## src/rtl/tap_pkg.sv

```systemverilog
// Shared TAP definitions: IEEE 1149.1 state encodings and default instruction opcodes.
package tap_pkg;

    typedef enum logic [3:0] {
        ST_EX2_DR  = 4'h0,
        ST_EX1_DR  = 4'h1,
        ST_SH_DR   = 4'h2,
        ST_PAU_DR  = 4'h3,
        ST_SEL_IR  = 4'h4,
        ST_UPD_DR  = 4'h5,
        ST_CAP_DR  = 4'h6,
        ST_SEL_DR  = 4'h7,
        ST_EX2_IR  = 4'h8,
        ST_EX1_IR  = 4'h9,
        ST_SH_IR   = 4'hA,
        ST_PAU_IR  = 4'hB,
        ST_RTI     = 4'hC,
        ST_UPD_IR  = 4'hD,
        ST_CAP_IR  = 4'hE,
        ST_TLR     = 4'hF
    } tap_state_t;

    localparam logic [3:0] DEF_OP_EXTEST = 4'b0000;
    localparam logic [3:0] DEF_OP_SAMPLE = 4'b0001;
    localparam logic [3:0] DEF_OP_IDCODE = 4'b0010;
    localparam logic [3:0] DEF_OP_BYPASS = 4'b1111;

    function automatic logic in_ir_column(input tap_state_t s);
        return (s == ST_CAP_IR) || (s == ST_SH_IR) || (s == ST_EX1_IR) ||
               (s == ST_PAU_IR) || (s == ST_EX2_IR) || (s == ST_UPD_IR);
    endfunction

endpackage

```

## src/rtl/tap_ir.sv

```systemverilog
// Instruction register: capture/shift register, latched instruction and
// one-hot data-register select decode.
module tap_ir
    import tap_pkg::*;
#(
    parameter int unsigned          IR_WIDTH  = 4,
    parameter logic [IR_WIDTH-1:0]  OP_EXTEST = IR_WIDTH'(DEF_OP_EXTEST),
    parameter logic [IR_WIDTH-1:0]  OP_SAMPLE = IR_WIDTH'(DEF_OP_SAMPLE),
    parameter logic [IR_WIDTH-1:0]  OP_IDCODE = IR_WIDTH'(DEF_OP_IDCODE)
) (
    input  logic       clk,
    input  logic       rst,
    input  tap_state_t state,
    input  logic       to_tlr,
    input  logic       tdi,
    output logic       tdo_ir,
    output logic       sel_bypass,
    output logic       sel_idcode,
    output logic       sel_bsr,
    output logic       bs_mode
);

    logic [IR_WIDTH-1:0] shift_reg;
    logic [IR_WIDTH-1:0] latched;

    // Entering Test-Logic-Reset via TMS restores IDCODE just as RST does;
    // the shift register is left alone so only the instruction is reset.
    always_ff @(posedge clk) begin
        if (rst) begin
            shift_reg <= '0;
            latched   <= OP_IDCODE;
        end else begin
            case (state)
                ST_CAP_IR: shift_reg <= IR_WIDTH'(2'b01);
                ST_SH_IR:  shift_reg <= {tdi, shift_reg[IR_WIDTH-1:1]};
                default:   shift_reg <= shift_reg;
            endcase
            if (to_tlr)
                latched <= OP_IDCODE;
            else if (state == ST_UPD_IR)
                latched <= shift_reg;
        end
    end

    assign tdo_ir = shift_reg[0];

    always_comb begin
        sel_bypass = 1'b0;
        sel_idcode = 1'b0;
        sel_bsr    = 1'b0;
        bs_mode    = 1'b0;
        if (latched == OP_EXTEST) begin
            sel_bsr = 1'b1;
            bs_mode = 1'b1;
        end else if (latched == OP_SAMPLE) begin
            sel_bsr = 1'b1;
        end else if (latched == OP_IDCODE) begin
            sel_idcode = 1'b1;
        end else begin
            sel_bypass = 1'b1;
        end
    end

endmodule

```

## src/rtl/tap_controller.sv

```systemverilog
// JTAG TAP controller: 16-state TMS-driven FSM, scan strobes and TDO path
// select, with the instruction register in tap_ir.
module tap_controller
    import tap_pkg::*;
#(
    parameter int unsigned          IR_WIDTH  = 4,
    parameter logic [IR_WIDTH-1:0]  OP_EXTEST = IR_WIDTH'(DEF_OP_EXTEST),
    parameter logic [IR_WIDTH-1:0]  OP_SAMPLE = IR_WIDTH'(DEF_OP_SAMPLE),
    parameter logic [IR_WIDTH-1:0]  OP_IDCODE = IR_WIDTH'(DEF_OP_IDCODE),
    parameter logic [IR_WIDTH-1:0]  OP_BYPASS = IR_WIDTH'(DEF_OP_BYPASS)
) (
    input  logic       TCK,
    input  logic       RST,
    input  logic       TMS,
    input  logic       TDI,
    output logic       Sel_MUX,
    output logic       TDO_EN,
    output logic       TDO_IR,
    output logic       Capture_DR,
    output logic       Shift_DR,
    output logic       Update_DR,
    output logic       Sel_Bypass,
    output logic       Sel_IDCODE,
    output logic       Sel_BSR,
    output logic       BS_Mode,
    output logic [3:0] Tap_State
);

    tap_state_t state, next_state;

    always_ff @(posedge TCK) begin
        if (RST)
            state <= ST_TLR;
        else
            state <= next_state;
    end

    always_comb begin
        next_state = ST_TLR;
        unique case (state)
            ST_TLR:    next_state = TMS ? ST_TLR    : ST_RTI;
            ST_RTI:    next_state = TMS ? ST_SEL_DR : ST_RTI;
            ST_SEL_DR: next_state = TMS ? ST_SEL_IR : ST_CAP_DR;
            ST_SEL_IR: next_state = TMS ? ST_TLR    : ST_CAP_IR;
            ST_CAP_DR: next_state = TMS ? ST_EX1_DR : ST_SH_DR;
            ST_SH_DR:  next_state = TMS ? ST_EX1_DR : ST_SH_DR;
            ST_EX1_DR: next_state = TMS ? ST_UPD_DR : ST_PAU_DR;
            ST_PAU_DR: next_state = TMS ? ST_EX2_DR : ST_PAU_DR;
            ST_EX2_DR: next_state = TMS ? ST_UPD_DR : ST_SH_DR;
            ST_UPD_DR: next_state = TMS ? ST_SEL_DR : ST_RTI;
            ST_CAP_IR: next_state = TMS ? ST_EX1_IR : ST_SH_IR;
            ST_SH_IR:  next_state = TMS ? ST_EX1_IR : ST_SH_IR;
            ST_EX1_IR: next_state = TMS ? ST_UPD_IR : ST_PAU_IR;
            ST_PAU_IR: next_state = TMS ? ST_EX2_IR : ST_PAU_IR;
            ST_EX2_IR: next_state = TMS ? ST_UPD_IR : ST_SH_IR;
            ST_UPD_IR: next_state = TMS ? ST_SEL_DR : ST_RTI;
            default:   next_state = ST_TLR;
        endcase
    end

    always_comb begin
        Sel_MUX    = in_ir_column(state);
        TDO_EN     = (state == ST_SH_IR) || (state == ST_SH_DR);
        Capture_DR = (state == ST_CAP_DR);
        Shift_DR   = (state == ST_SH_DR);
        Update_DR  = (state == ST_UPD_DR);
        Tap_State  = state;
    end

    // OP_BYPASS needs no explicit decode: every unmatched opcode selects bypass.
    tap_ir #(
        .IR_WIDTH  (IR_WIDTH),
        .OP_EXTEST (OP_EXTEST),
        .OP_SAMPLE (OP_SAMPLE),
        .OP_IDCODE (OP_IDCODE)
    ) u_ir (
        .clk        (TCK),
        .rst        (RST),
        .state      (state),
        .to_tlr     (next_state == ST_TLR),
        .tdi        (TDI),
        .tdo_ir     (TDO_IR),
        .sel_bypass (Sel_Bypass),
        .sel_idcode (Sel_IDCODE),
        .sel_bsr    (Sel_BSR),
        .bs_mode    (BS_Mode)
    );

endmodule

```

## config.mk

```make
export PLATFORM = sky130hd
export DESIGN_NAME = tap_controller
export DESIGN_NICKNAME = d
export VERILOG_FILES = /design/src/rtl/tap_pkg.sv /design/src/rtl/tap_ir.sv /design/src/rtl/tap_controller.sv
export SDC_FILE = /design/constraint.sdc
export NUM_CORES = 1
export LEC_CHECK = 0
export ABC_AREA = 1
export BUFFER_PORTS_ARGS = -buffer_cell sky130_fd_sc_hd__buf_2
export CAP_MARGIN = 25
export CORE_MARGIN = 5
export CORE_UTILIZATION = 50
export DETAILED_ROUTE_END_ITERATION = 10
export GPL_TIMING_DRIVEN = 0
export PLACE_DENSITY = 0.76
export SYNTH_ARGS = -nofsm -noshare
export SYNTH_HDL_FRONTEND = slang
export SYNTH_SLANG_ARGS = --single-unit
```

## constraint.sdc

```tcl
create_clock -name TCK -period 1.55 [get_ports TCK]
set_clock_uncertainty 0.2 [all_clocks]
set_input_delay 0.31 -clock TCK [delete_from_list [all_inputs] [get_ports TCK]]
set_output_delay 0.31 -clock TCK [all_outputs]
set_load 0.01 [all_outputs]
```

After elaboration in Yosys (flattened, before gate mapping). Cells that the tools add are included. W data, S select, Z words.

Flip-flop bits (word level): 12. Word-level logic and storage cells: 57. Output and inout port bits: 14. Bits of input ports: 4.

Reductions and logical operators: 13. Equality and inequality tests: 18. Multiplexer cells: 23.

Operator list (count): $pmux W4 S12 (1); $eq A4 B4 Y1 const B (9); $eq A4 B3 Y1 const B (4); $eq A4 B2 Y1 const B (3); $mux W2 (6); $mux W3 (4); $mux W1 (10); $eq A4 B1 Y1 const B (2); $logic_not A4 Y1 (2); $pmux W4 S2 (1); $logic_or A1 B1 Y1 (6); $reduce_or A2 Y1 (3); $mux W4 (1); $reduce_or A3 Y1 (1); $reduce_bool A2 Y1 (1).

Logic depth before layout (Yosys ltp).
Word-level depth: 6. Mapped depth: 10. Depth with buffers taken out: 9.

Modules after synthesis. From an unflattened synthesis, not the netlist that was laid out.

Cell total of the unflattened synthesis: 131. Area total of the unflattened synthesis: 779.5 um^2.

By module, submodules not included: tap_controller (sequential area each 80.1 um^2, times used 1, area an instance 395.4 um^2, cells an instance 69); tap_ir (sequential area each 160.2 um^2, times used 1, area an instance 384.1 um^2, cells an instance 62).

Worst setup path after synthesis. OpenSTA, ideal clock, no wires.

Kind: flip-flop to output port. From: register state[1], in the netlist Tap_State[1]. To: output Capture_DR. Arrival time: 1.041 ns. Path buffers: 0. Stages on the path, launching flop included: 5. Path slack: -0.001 ns. Data required time: 1.040 ns. Cells stage by stage: dfxtp_1 inv_2 nor2_2 inv_2 nor3_1.

Cells in the longest elaborated chain, start to end: 1.

Ends and longest elaborated chain: start: declaration (RTL line tap_controller.sv:29) `tap_state_t state, next_state;`; start signal: assignment (RTL line tap_controller.sv:35) `state <= next_state;`; $eq A4 B3 Y1 (RTL line tap_controller.sv:64) `Capture_DR = (state == ST_CAP_DR);`; end: declaration (RTL line tap_controller.sv:19) `output logic Capture_DR,`.

Every way passes these cells.

Worst setup path after layout.
From: register u_ir.latched[0]. To: output Sel_Bypass.

Cells in the longest elaborated chain, start to end: 4. Elaborated cells between the ends (all ways): 6. Classes of those cells: eq/ne: 2; mux: 3; reduce/logical: 1.

Ends and longest elaborated chain: start: declaration (RTL line tap_ir.sv:24) `logic [IR_WIDTH-1:0] latched;`; start signal: assignment (RTL line tap_ir.sv:41) `latched <= shift_reg;`; $eq A4 B2 Y1 (RTL line tap_ir.sv:57) `end else if (latched == OP_IDCODE) begin`; $mux W1 (RTL line tap_ir.sv:57); $mux W1 (RTL line tap_ir.sv:55) `end else if (latched == OP_SAMPLE) begin`; $mux W1 * (RTL line tap_ir.sv:52) `if (latched == OP_EXTEST) begin`; end: declaration (RTL line tap_controller.sv:22) `output logic Sel_Bypass,`.

Every way passes the cells marked *; elsewhere a longest branch is shown, timed or not.

==> results.sh <==
export IMPL_run_status="finished with violations"
export IMPL_ir_drop_uv=1500
export IMPL_holdPathEnd="u_ir.shift_reg[2]$_SDFFE_PP0N_"
export IMPL_hold_start="RST"
export IMPL_tightest_slew_ns=0.384
export IMPL_post_route_period_util_pct=119
export IMPL_layout_common_cells="nand2_1 (20), buf_2 (15), buf_4 (12), buf_6 (10)"
export IMPL_drcViolationCount=0
export IMPL_fin_ws_ns=-0.302
export IMPL_whs_ns=0.105
export IMPL_dp_hpwl_mm=1.24
export IMPL_nets=157
export IMPL_hold_viol_final=0
export IMPL_numClockSinks=12
export IMPL_synth_top_area_share_pct=33.1
export IMPL_floorplan_die_area_um2=2310
export IMPL_synth_area_leaders="dfxtp_1 (33%), nand2_1 (16%), nor2_1 (7.2%)"
export IMPL_p_leak_nw=0.600
export IMPL_drt_first_pass_iters=4
export IMPL_cp_max_fo=2
export IMPL_viasPerCell=6.26
export IMPL_syn_inst=111
export IMPL_gp_congestion=0.848
export IMPL_synth_fp_nets=115
export IMPL_p_sw_share_pct=50.0
export IMPL_power_internal_mw=1.36
export IMPL_core_area_um2=1330
export IMPL_p_comb_share_pct=71.4
export IMPL_wl_per_cell_um=21.8
export IMPL_rows=13
export IMPL_num_vias=1045
export IMPL_power_density_nw_per_um2=2130
export IMPL_drt_iter0_drc=35
export IMPL_clockBufferDepth=2
export IMPL_die_h_um=48.1
export IMPL_grt_ovfl_total=0
export IMPL_cap_violations=0
export IMPL_area_growth_syn_to_layout_pct=76.7
export IMPL_slew_headroom_pct=74.1
export IMPL_pin_count=18
export IMPL_startpoint_type="flop"
export IMPL_p_seq_share_pct=19.2
export IMPL_ff2ff_setup_slack_ns=-0.13
export IMPL_cts_htree_levels=1
export IMPL_synth_top_cell_by_area="dfxtp_1"
export IMPL_cts_buffers=3
export IMPL_rr_worst_depth=10
export IMPL_initial_core_util_pct=54.4
export IMPL_maxSlewViolCount=0
export IMPL_pre_cts_ws_ns=-0.0662
export IMPL_crit_reg2reg_capture="u_ir.latched[3]$_SDFFE_PP0P_"
export IMPL_ys_seq_area_share_pct=33.1
export IMPL_required_ns=1.04
export IMPL_yosys_warnings=0
export IMPL_grt_pass1_vias=836
export IMPL_period_needed_ns=1.85
export IMPL_min_path_cells=2
export IMPL_clk_latency_ns=0.28
export IMPL_p_sw_mw=1.36
export IMPL_grt_start_max_net_pins=8
export IMPL_path_class="reg2out"
export IMPL_grt_pass1_wl_mm=3.59
export IMPL_cts_tree="built"
export IMPL_pwr_share_clk_pct=9.4
export IMPL_syn_avg_cell_area_um2=6.54
export IMPL_r2r_start="Tap_State[2]$_SDFF_PP1_"
export IMPL_ys_seq_elements=12
export IMPL_ant_nets=0
export IMPL_violations="negative setup slack"
export IMPL_drt_wl_total_mm=3.64
export IMPL_drive_gt1_share_pct=67.8
export IMPL_mostFrequentLayoutCell="nand2_1"
export IMPL_grt_total_usage_pct=22.9
export IMPL_path_clk_slew_ns=0.08
export IMPL_syn_cell_area_um2=726
export IMPL_ys_types=20
export IMPL_antenna_found_initial=0
export IMPL_io_buffers=17
export IMPL_die_w_um=48.1
export IMPL_min_path_type="in2reg"
export IMPL_critPathArrivalTime_ns=1.34
export IMPL_clock_root_buffer="clkbuf_4"
export IMPL_hold_buffers=0
export IMPL_clock_fmax_mhz=540
export IMPL_n_fill_cell=31
export IMPL_worstSetupEndpointType="output pin"
export IMPL_num_antenna_cells=0
export IMPL_grt_setup_unrepaired="yes"
export IMPL_setup_viol=15
==> metal layers <==
metal	wire, um	part of all wire (%)	track usage [%]
met4	241	6.6	12.4
met2	1760	48	37.5
met5	0	0	0
met3	351	9.6	6.64
met1	1290	35	26.8
==> area by class of cell <==
| type | instances | area (um2) | area share (%) |
|---|---|---|---|
| tap | 15 | 18.8 | 1.46 |
| multi-input combinational | 81 | 602 | 46.9 |
| buffer | 1 | 15.0 | 1.17 |
| timing repair buffer | 37 | 278 | 21.7 |
| clock buffer | 4 | 36.3 | 2.83 |
| inverter | 17 | 78.8 | 6.15 |
| sequential | 12 | 254 | 19.8 |
==> cells in the mapped netlist <==
| library cell | n |
|---|---|
| a211oi_1 | 1 |
| a21o_1 | 1 |
| a21oi_1 | 4 |
| buf_4 | 1 |
| dfxtp_1 | 12 |
| inv_1 | 11 |
| inv_2 | 6 |
| mux2_2 | 2 |
| nand2_1 | 31 |
| nand2_2 | 3 |
| nand3_1 | 4 |
| nand3_2 | 2 |
| nand3_4 | 1 |
| nor2_1 | 14 |
| nor2_2 | 6 |
| nor2_4 | 2 |
| nor3_1 | 4 |
| o21ai_0 | 4 |
| o21ai_1 | 1 |
| or3_1 | 1 |
==> power by group through the flow <==
stage / combinational (mW) / sequential [mW] / clock, mW
final: 1.95 / 0.522 / 0.257
after CTS: 1.37 / 0.481 / 0.249
after detailed placement: 0.941 / 0.470 / 0
after global placement: 0.919 / 0.469 / 0
after global routing: 2.05 / 0.529 / 0.277
after floorplan: 0.671 / 0.485 / 0
==> cell families after synthesis <==
logic type             synth area share, %
flip-flops                            33.1
AO/OA/AOI/OAI                         8.28
buffers and inverters                 9.83
multiplexers                          3.10
AND/OR/NAND/NOR                       45.7
==> critical path, stage by stage, from the launching register on <==
cell,delay (ns)
dfxtp_1,0.32
or3_4,0.39
nor2_2,0.14
nor2_1,0.06
buf_2,0.14
==> worst max path at each step <==
stage	from	to	slack (ns)	cells after the start
2_1_floorplan	Tap_State[1]$_SDFF_PP1_	Capture_DR	-0.001	4
3_3_place_gp	Tap_State[1]$_SDFF_PP1_	Sel_MUX	-0.07	5
3_5_place_dp	Tap_State[1]$_SDFF_PP1_	Capture_DR	-0.07	5
4_1_cts	u_ir.latched[3]$_SDFFE_PP0P_	Sel_Bypass	-0.23	4
5_1_grt	u_ir.latched[0]$_SDFFE_PP0P_	Sel_Bypass	-0.33	4
6_report	u_ir.latched[0]$_SDFFE_PP0P_	Sel_Bypass	-0.30	4
==> stage by stage <==
stage	cells	cell area, um2	setup TNS [ns]	util (%)	power (mW)
2_1_floorplan	111	726	-0.00211	-	1.16
3_3_place_gp	143	830	-0.238	62.2	1.39
3_5_place_dp	143	830	-0.328	62.2	1.41
4_1_cts	163	1090	-1.13	81.6	2.10
5_1_grt	167	1280	-2.73	96.2	2.86
6_report	167	1280	-2.11	96.2	2.73
==> timing repair <==
item | 4_1_cts | 5_1_grt
gates resized for setup | 30 | 47
endpoints found under the setup margin | 11 | 16
endpoints found under the hold margin | 0 | 0
pin swaps | 7 | 19
setup buffers | 16 | 4
(Power assumes the default switching activity.)
